===== src/rtl/alu_exec_unit_pkg.sv =====
// Shared definitions for the accumulator CPU execute slice.
//   - Default datapath width (W) and input-port width (IW)
//   - Bit positions of the ALU strobes inside the packed strobe vector
//   - Opcode indices of the D one-hot produced by the 4-to-16 decoder
package alu_exec_unit_pkg;

    localparam int W_DEF  = 32;
    localparam int IW_DEF = 8;

    // ALU strobe positions, listed in descending priority (index 0 wins).
    localparam int ALU_AND  = 0;
    localparam int ALU_ADD  = 1;
    localparam int ALU_DR   = 2;
    localparam int ALU_INPR = 3;
    localparam int ALU_CMP  = 4;
    localparam int ALU_SHR  = 5;
    localparam int ALU_SHL  = 6;
    localparam int ALU_MUL  = 7;
    localparam int ALU_DIV  = 8;
    localparam int ALU_N    = 9;

    // Opcode indices on the D one-hot.
    localparam int D_AND = 0;
    localparam int D_ADD = 1;
    localparam int D_LDA = 2;
    localparam int D_STA = 3;
    localparam int D_BUN = 4;
    localparam int D_BSA = 5;
    localparam int D_ISZ = 6;
    localparam int D_REG = 7;
    localparam int D_MUL = 8;
    localparam int D_DIV = 9;

endpackage


===== src/rtl/alu_exec_unit_alu.sv =====
// Combinational ALU of the execute slice. Owns the fixed-priority strobe mux.
// Ports:
//   ac, e      in   current accumulator / link register
//   dr         in   memory operand
//   inpr       in   input-port data (replaces ac[IW-1:0])
//   op         in   packed ALU strobes, bit positions from alu_exec_unit_pkg
//   e_clr      in   clear E (ignored when add/shr/shl owns E)
//   e_cmp      in   complement E (e_clr wins if both are high)
//   ac_nxt     out  ALU result
//   e_nxt      out  next E
module alu
    import alu_exec_unit_pkg::*;
#(
    parameter int W  = W_DEF,
    parameter int IW = IW_DEF
) (
    input  logic [W-1:0]     ac,
    input  logic             e,
    input  logic [W-1:0]     dr,
    input  logic [IW-1:0]    inpr,
    input  logic [ALU_N-1:0] op,
    input  logic             e_clr,
    input  logic             e_cmp,
    output logic [W-1:0]     ac_nxt,
    output logic             e_nxt
);

    logic [W:0]   sum;
    logic [W-1:0] prod;
    logic [W-1:0] quo;

    assign sum  = {1'b0, ac} + {1'b0, dr};
    assign prod = ac * dr;
    // Divide by zero saturates to all ones instead of being undefined.
    assign quo  = (dr == '0) ? '1 : ac / dr;

    always_comb begin
        ac_nxt = ac;
        // E default path; add/shr/shl overwrite it below when they win.
        if (e_clr)
            e_nxt = 1'b0;
        else if (e_cmp)
            e_nxt = ~e;
        else
            e_nxt = e;

        if (op[ALU_AND]) begin
            ac_nxt = ac & dr;
        end else if (op[ALU_ADD]) begin
            {e_nxt, ac_nxt} = sum;
        end else if (op[ALU_DR]) begin
            ac_nxt = dr;
        end else if (op[ALU_INPR]) begin
            ac_nxt[IW-1:0] = inpr;
        end else if (op[ALU_CMP]) begin
            ac_nxt = ~ac;
        end else if (op[ALU_SHR]) begin
            ac_nxt = {e, ac[W-1:1]};
            e_nxt  = ac[0];
        end else if (op[ALU_SHL]) begin
            ac_nxt = {ac[W-2:0], e};
            e_nxt  = ac[W-1];
        end else if (op[ALU_MUL]) begin
            ac_nxt = prod;
        end else if (op[ALU_DIV]) begin
            ac_nxt = quo;
        end
    end

endmodule


===== src/rtl/alu_exec_unit_dec.sv =====
// Timing and opcode decoders of the execute slice (purely combinational).
// Ports (both modules):
//   in   in   binary select (SC or {ir16, ir14:12})
//   en   in   decoder enable; low forces all outputs to zero
//   out  out  one-hot, out[k]=1 iff en and in==k
module dec_3to8 (
    input  logic [2:0] in,
    input  logic       en,
    output logic [7:0] out
);

    assign out = en ? (8'd1 << in) : 8'd0;

endmodule

module dec_4to16 (
    input  logic [3:0]  in,
    input  logic        en,
    output logic [15:0] out
);

    assign out = en ? (16'd1 << in) : 16'd0;

endmodule


===== src/rtl/alu_exec_unit.sv =====
// Execute slice of the 32-bit accumulator CPU: AC/E registers around the
// combinational ALU, plus the SC->T and opcode->D decoders.
// Ports:
//   clk, com_rst         clock, synchronous active-high reset (clears AC/E)
//   en                   register update enable (decoders stay live)
//   dr, inpr             memory operand, input-port data
//   op_*                 ALU strobes (and, add, dr, inpr, cmp, shr, shl, mul, div)
//   e_clr, e_cmp         E clear / complement
//   ac_clr, ac_inr       AC clear / increment
//   sc, dcode, dec_en    decoder inputs
//   ac, e                registered accumulator / link
//   ac_nxt, e_nxt        combinational ALU result / next E
//   t, d                 timing and opcode one-hots
module alu_exec_unit
    import alu_exec_unit_pkg::*;
#(
    parameter int W  = W_DEF,
    parameter int IW = IW_DEF
) (
    input  logic          clk,
    input  logic          com_rst,
    input  logic          en,
    input  logic [W-1:0]  dr,
    input  logic [IW-1:0] inpr,
    input  logic          op_and,
    input  logic          op_add,
    input  logic          op_dr,
    input  logic          op_inpr,
    input  logic          op_cmp,
    input  logic          op_shr,
    input  logic          op_shl,
    input  logic          op_mul,
    input  logic          op_div,
    input  logic          e_clr,
    input  logic          e_cmp,
    input  logic          ac_clr,
    input  logic          ac_inr,
    input  logic [2:0]    sc,
    input  logic [3:0]    dcode,
    input  logic          dec_en,
    output logic [W-1:0]  ac,
    output logic          e,
    output logic [W-1:0]  ac_nxt,
    output logic          e_nxt,
    output logic [7:0]    t,
    output logic [15:0]   d
);

    logic [ALU_N-1:0] op;

    always_comb begin
        op           = '0;
        op[ALU_AND]  = op_and;
        op[ALU_ADD]  = op_add;
        op[ALU_DR]   = op_dr;
        op[ALU_INPR] = op_inpr;
        op[ALU_CMP]  = op_cmp;
        op[ALU_SHR]  = op_shr;
        op[ALU_SHL]  = op_shl;
        op[ALU_MUL]  = op_mul;
        op[ALU_DIV]  = op_div;
    end

    alu #(.W(W), .IW(IW)) u_alu (
        .ac     (ac),
        .e      (e),
        .dr     (dr),
        .inpr   (inpr),
        .op     (op),
        .e_clr  (e_clr),
        .e_cmp  (e_cmp),
        .ac_nxt (ac_nxt),
        .e_nxt  (e_nxt)
    );

    dec_3to8 u_dec_t (
        .in  (sc),
        .en  (dec_en),
        .out (t)
    );

    dec_4to16 u_dec_d (
        .in  (dcode),
        .en  (dec_en),
        .out (d)
    );

    // AC priority: clear, then any ALU strobe, then increment, else hold.
    // E always follows e_nxt while enabled, so an increment leaves it alone
    // unless e_clr/e_cmp ask otherwise.
    always_ff @(posedge clk) begin
        if (com_rst) begin
            ac <= '0;
            e  <= 1'b0;
        end else if (en) begin
            if (ac_clr)
                ac <= '0;
            else if (|op)
                ac <= ac_nxt;
            else if (ac_inr)
                ac <= ac + {{(W-1){1'b0}}, 1'b1};
            e <= e_nxt;
        end
    end

endmodule


===== config.mk =====
export PLATFORM = sky130hd
export DESIGN_NAME = alu_exec_unit
export DESIGN_NICKNAME = d
export VERILOG_FILES = /design/src/rtl/alu_exec_unit_pkg.sv /design/src/rtl/alu_exec_unit_alu.sv /design/src/rtl/alu_exec_unit_dec.sv /design/src/rtl/alu_exec_unit.sv
export SDC_FILE = /design/constraint.sdc
export NUM_CORES = 2
export LEC_CHECK = 0
export CAP_MARGIN = 20
export CORE_ASPECT_RATIO = 1.2
export CORE_MARGIN = 2
export CORE_UTILIZATION = 39
export DETAILED_ROUTE_END_ITERATION = 6
export PLACE_DENSITY_LB_ADDON = 0.3
export SETUP_SLACK_MARGIN = 0.2
export SLEW_MARGIN = 0
export SYNTH_ARGS = -nofsm -noshare
export SYNTH_HDL_FRONTEND = slang
export SYNTH_SLANG_ARGS = --single-unit

===== constraint.sdc =====
create_clock -name clk -period 278.3 [get_ports clk]
set_clock_uncertainty 0.2 [all_clocks]
set_input_delay 69.575 -clock clk [delete_from_list [all_inputs] [get_ports clk]]
set_output_delay 69.575 -clock clk [all_outputs]
set_load 0.005 [all_outputs]

==> results_dict.tcl <==
set metrics [dict create \
    status "finished with violations" \
    failed_checks "design-rule violations" \
    place_ws_ps 55100 \
    synth_compound_area_share_pct 25.8 \
    drt_wl_total_mm 246 \
    core_area_um2 130000 \
    p_int_w 0.0000472 \
    pwr-share-clk_pct 6.7 \
    critPathSlowestCell "o311ai_0" \
    cts_root_buf "clkbuf_16" \
    port_buffers 153 \
    die_area_um2 134000 \
    syn_area_um2 51200 \
    tns_ps 0 \
    criticalPathCategory "input port to output port" \
    area_delta_synth_final_pct 7.53 \
    worst_slack_ps 52630 \
    synth_edf_count 0 \
    synth_top_flop_cell "dfxtp_1" \
    finalMaxSlewViolations 0 \
    synth_nets 8325 \
    tightest_slew_ps 1270 \
    detail-route-antenna-nets 0 \
    grt_first_pass_wirelength_mm 358 \
    viasPerCell 6.37 \
    netlist_instances 7163 \
    cpPeakStageDelay_ps 1080 \
    place_congestion 1.04 \
    cts_tree "done" \
    swShare_pct 58.9 \
    fp.dieW_um 335 \
    cts_resized 0 \
    rsz0062_at_grt "false" \
    nNetsFinal 8300 \
    arrival_ps 155900 \
    hold_viol 0 \
    grt_pass1_vias 54800 \
    muxShareOfSynthArea_pct 2.35 \
    cts_buffer_depth 2 \
    io_pins 154 \
    die_h_um 401 \
    period_minus_slack_ps 225670 \
    end_kind "output port" \
    cts_buffers 5 \
    fmax_ghz 0.00443 \
    layout_common_cells "nand2_1, ha_1, inv_1, nor2_1, a21oi_1" \
    power_frac_seq_pct 4.6 \
    dp_hpwl_mm 191 \
    start_util_pct 39.3 \
    synth.distinct_cells 119 \
    relSlewSlack_pct 15.3 \
    p_comb_share_pct 88.7 \
    synth_top_family_by_area "adder cells" \
    yosysWarnings 0 \
    cp-start-kind "input port" \
    track_usage_pct 35.5 \
    setup_viol 0 \
    min_period_over_period_pct 81.1 \
    drc_errors 1 \
    cts.clk_slew.worst_paths_ps 60 \
    vias 56300 \
    maxCapViolCount 0 \
    async_reset_ff_share_pct 0 \
    grt_max_degree 69 \
    drt_iter0_markers 5747 \
    vdd_drop_max_v 0.00000204 \
    postCtsSetupRepairBufs 0 \
    syn_avg_cell_area_um2 7.15 \
    placement_rows 145 \
    gr-total-overflow 0 \
    switchingPower_w 0.0000678 \
    yosys.area_share.simple_pct 22.6 \
    ctsHoldBuffers 0 \
    dr.pass1.iters 7 \
    yosys.area_share.adder_pct 32.8 \
    min_path_type "register to register" \
    leakage_nw 26.9 \
    synth_xor_area_share_pct 7.50 \
    clkSinkCount 33 \
    antenna_found_initial 17 \
    cp.required_ps 208520 \
    seq_area_frac_synth_pct 1.29 \
    layout_commonest_cell "nand2_1" \
    clock_latency_ps 290 \
    cpMostUsedCell "ha_1" \
    wl_per_cell_um 27.9 \
    nFillCells 13500 \
    drive_gt1_share_pct 6.36 \
    ys_seq_elements 33 \
    power.density_nw_per_um2 2.09 \
    h-tree-depth 2 \
    path_max_fanout 33 \
]
==> sequential cells by signal, summed over array words and instances, names as in the netlist <==
register / count
ac: 32
e: 1
==> stage by stage <==
| step | util (%) | cells | hold slack, ps | instance area [um2] | total power [W] |
|---|---|---|---|---|---|
| CTS | 42.2 | 8829 | 428 | 55000 | 0.000112 |
| finish | 42.3 | 8837 | 451 | 55000 | 0.000115 |
| global route | 42.2 | 8829 | 495 | 55000 | 0.000123 |
| detailed placement | 42.1 | 8821 | 418 | 54800 | 0.000104 |
| global placement | 42.1 | 8819 | 410 | 54800 | 0.000104 |
| floorplan | - | 7163 | 313 | 51200 | 0.0000712 |
==> final timing paths <==
kind	from	end	slack, ps	cells after the start
worst min register to register	e$_SDFFE_PP0P_	e$_SDFFE_PP0P_	450	2
worst max register to register	ac[31]$_SDFFE_PP0P_	ac[0]$_SDFFE_PP0P_	193880	292
worst max-delay path	dr[30]	ac_nxt[0]	52630	295
worst min-delay path	e$_SDFFE_PP0P_	e$_SDFFE_PP0P_	450	2
==> worst max-delay path, delay by kind of cell <==
| family | cells | cell delay, ps |
|---|---|---|
| muxes | 4 | 1670 |
| adders and majority gates | 31 | 10120 |
| buffers and inverters | 23 | 6050 |
| AOI/OAI and AO/OA | 159 | 47440 |
| and+or+nand+nor | 78 | 20720 |
==> synth_stat cells, types with 53 or more instances <==
cell type / number / share of area [%]
nand2_1: 955 / 7.0
ha_1: 689 / 17
inv_1: 673 / 4.9
nor2_1: 624 / 4.6
a21oi_1: 514 / 5.0
fa_1: 409 / 16
o21ai_0: 374 / 3.7
clkbuf_1: 285 / 2.1
xnor2_1: 282 / 4.8
a21o_1: 183 / 2.7
xor2_1: 156 / 2.7
nor3_1: 143 / 1.4
nand3_1: 133 / 1.3
o21a_1: 129 / 1.9
and2_1: 112 / 1.4
a31oi_1: 86 / 1.1
nand2b_1: 71 / 0.87
or3_1: 69 / 0.84
nand4_1: 68 / 0.83
o211ai_1: 66 / 0.97
mux2_2: 64 / 1.4
a211oi_1: 58 / 0.85
and3_1: 53 / 0.65
==> power by group through the flow <==
stage | clock, W | sequential, W | combinational, W
finish | 0.00000773 | 0.00000529 | 0.000102
global placement | 0 | 0.00000537 | 0.0000985
global route | 0.00000784 | 0.00000528 | 0.000110
detailed placement | 0 | 0.00000537 | 0.0000988
floorplan | 0 | 0.00000524 | 0.0000659
CTS | 0.00000767 | 0.00000527 | 0.0000995
==> routing by layer <==
metal | vias to the layer above | routed length (um) | global-route usage (%)
met5 | - | 95 | 0
li1 | 25200 | - | -
met1 | 27100 | 94100 | 43.7
met4 | 14 | 20300 | 24.9
met2 | 3162 | 107000 | 55.6
met3 | 841 | 24700 | 6.98
==> cell type report <==
type / count / area, um2 / area share [%]
Clock inverter: 3 / 68.8 / 0.125
Tap cell: 1690 / 2110 / 3.84
Multi-Input combinational cell: 6106 / 46800 / 85.0
Antenna cell: 8 / 20.0 / 0.0364
Timing Repair Buffer: 315 / 2720 / 4.95
Clock buffer: 5 / 125 / 0.227
Inverter: 677 / 2540 / 4.62
Sequential cell: 33 / 676 / 1.23
==> kinds of logic after synthesis <==
logic type | Yosys count
adders and majority gates | 1098
muxes | 112
DFF | 33
AOI/OAI and AO/OA | 1978
and+or+nand+nor | 2480
xor gates and xnor gates | 438
buffers and inverters | 1024
Note: power is estimated with default switching activity, not from simulation.
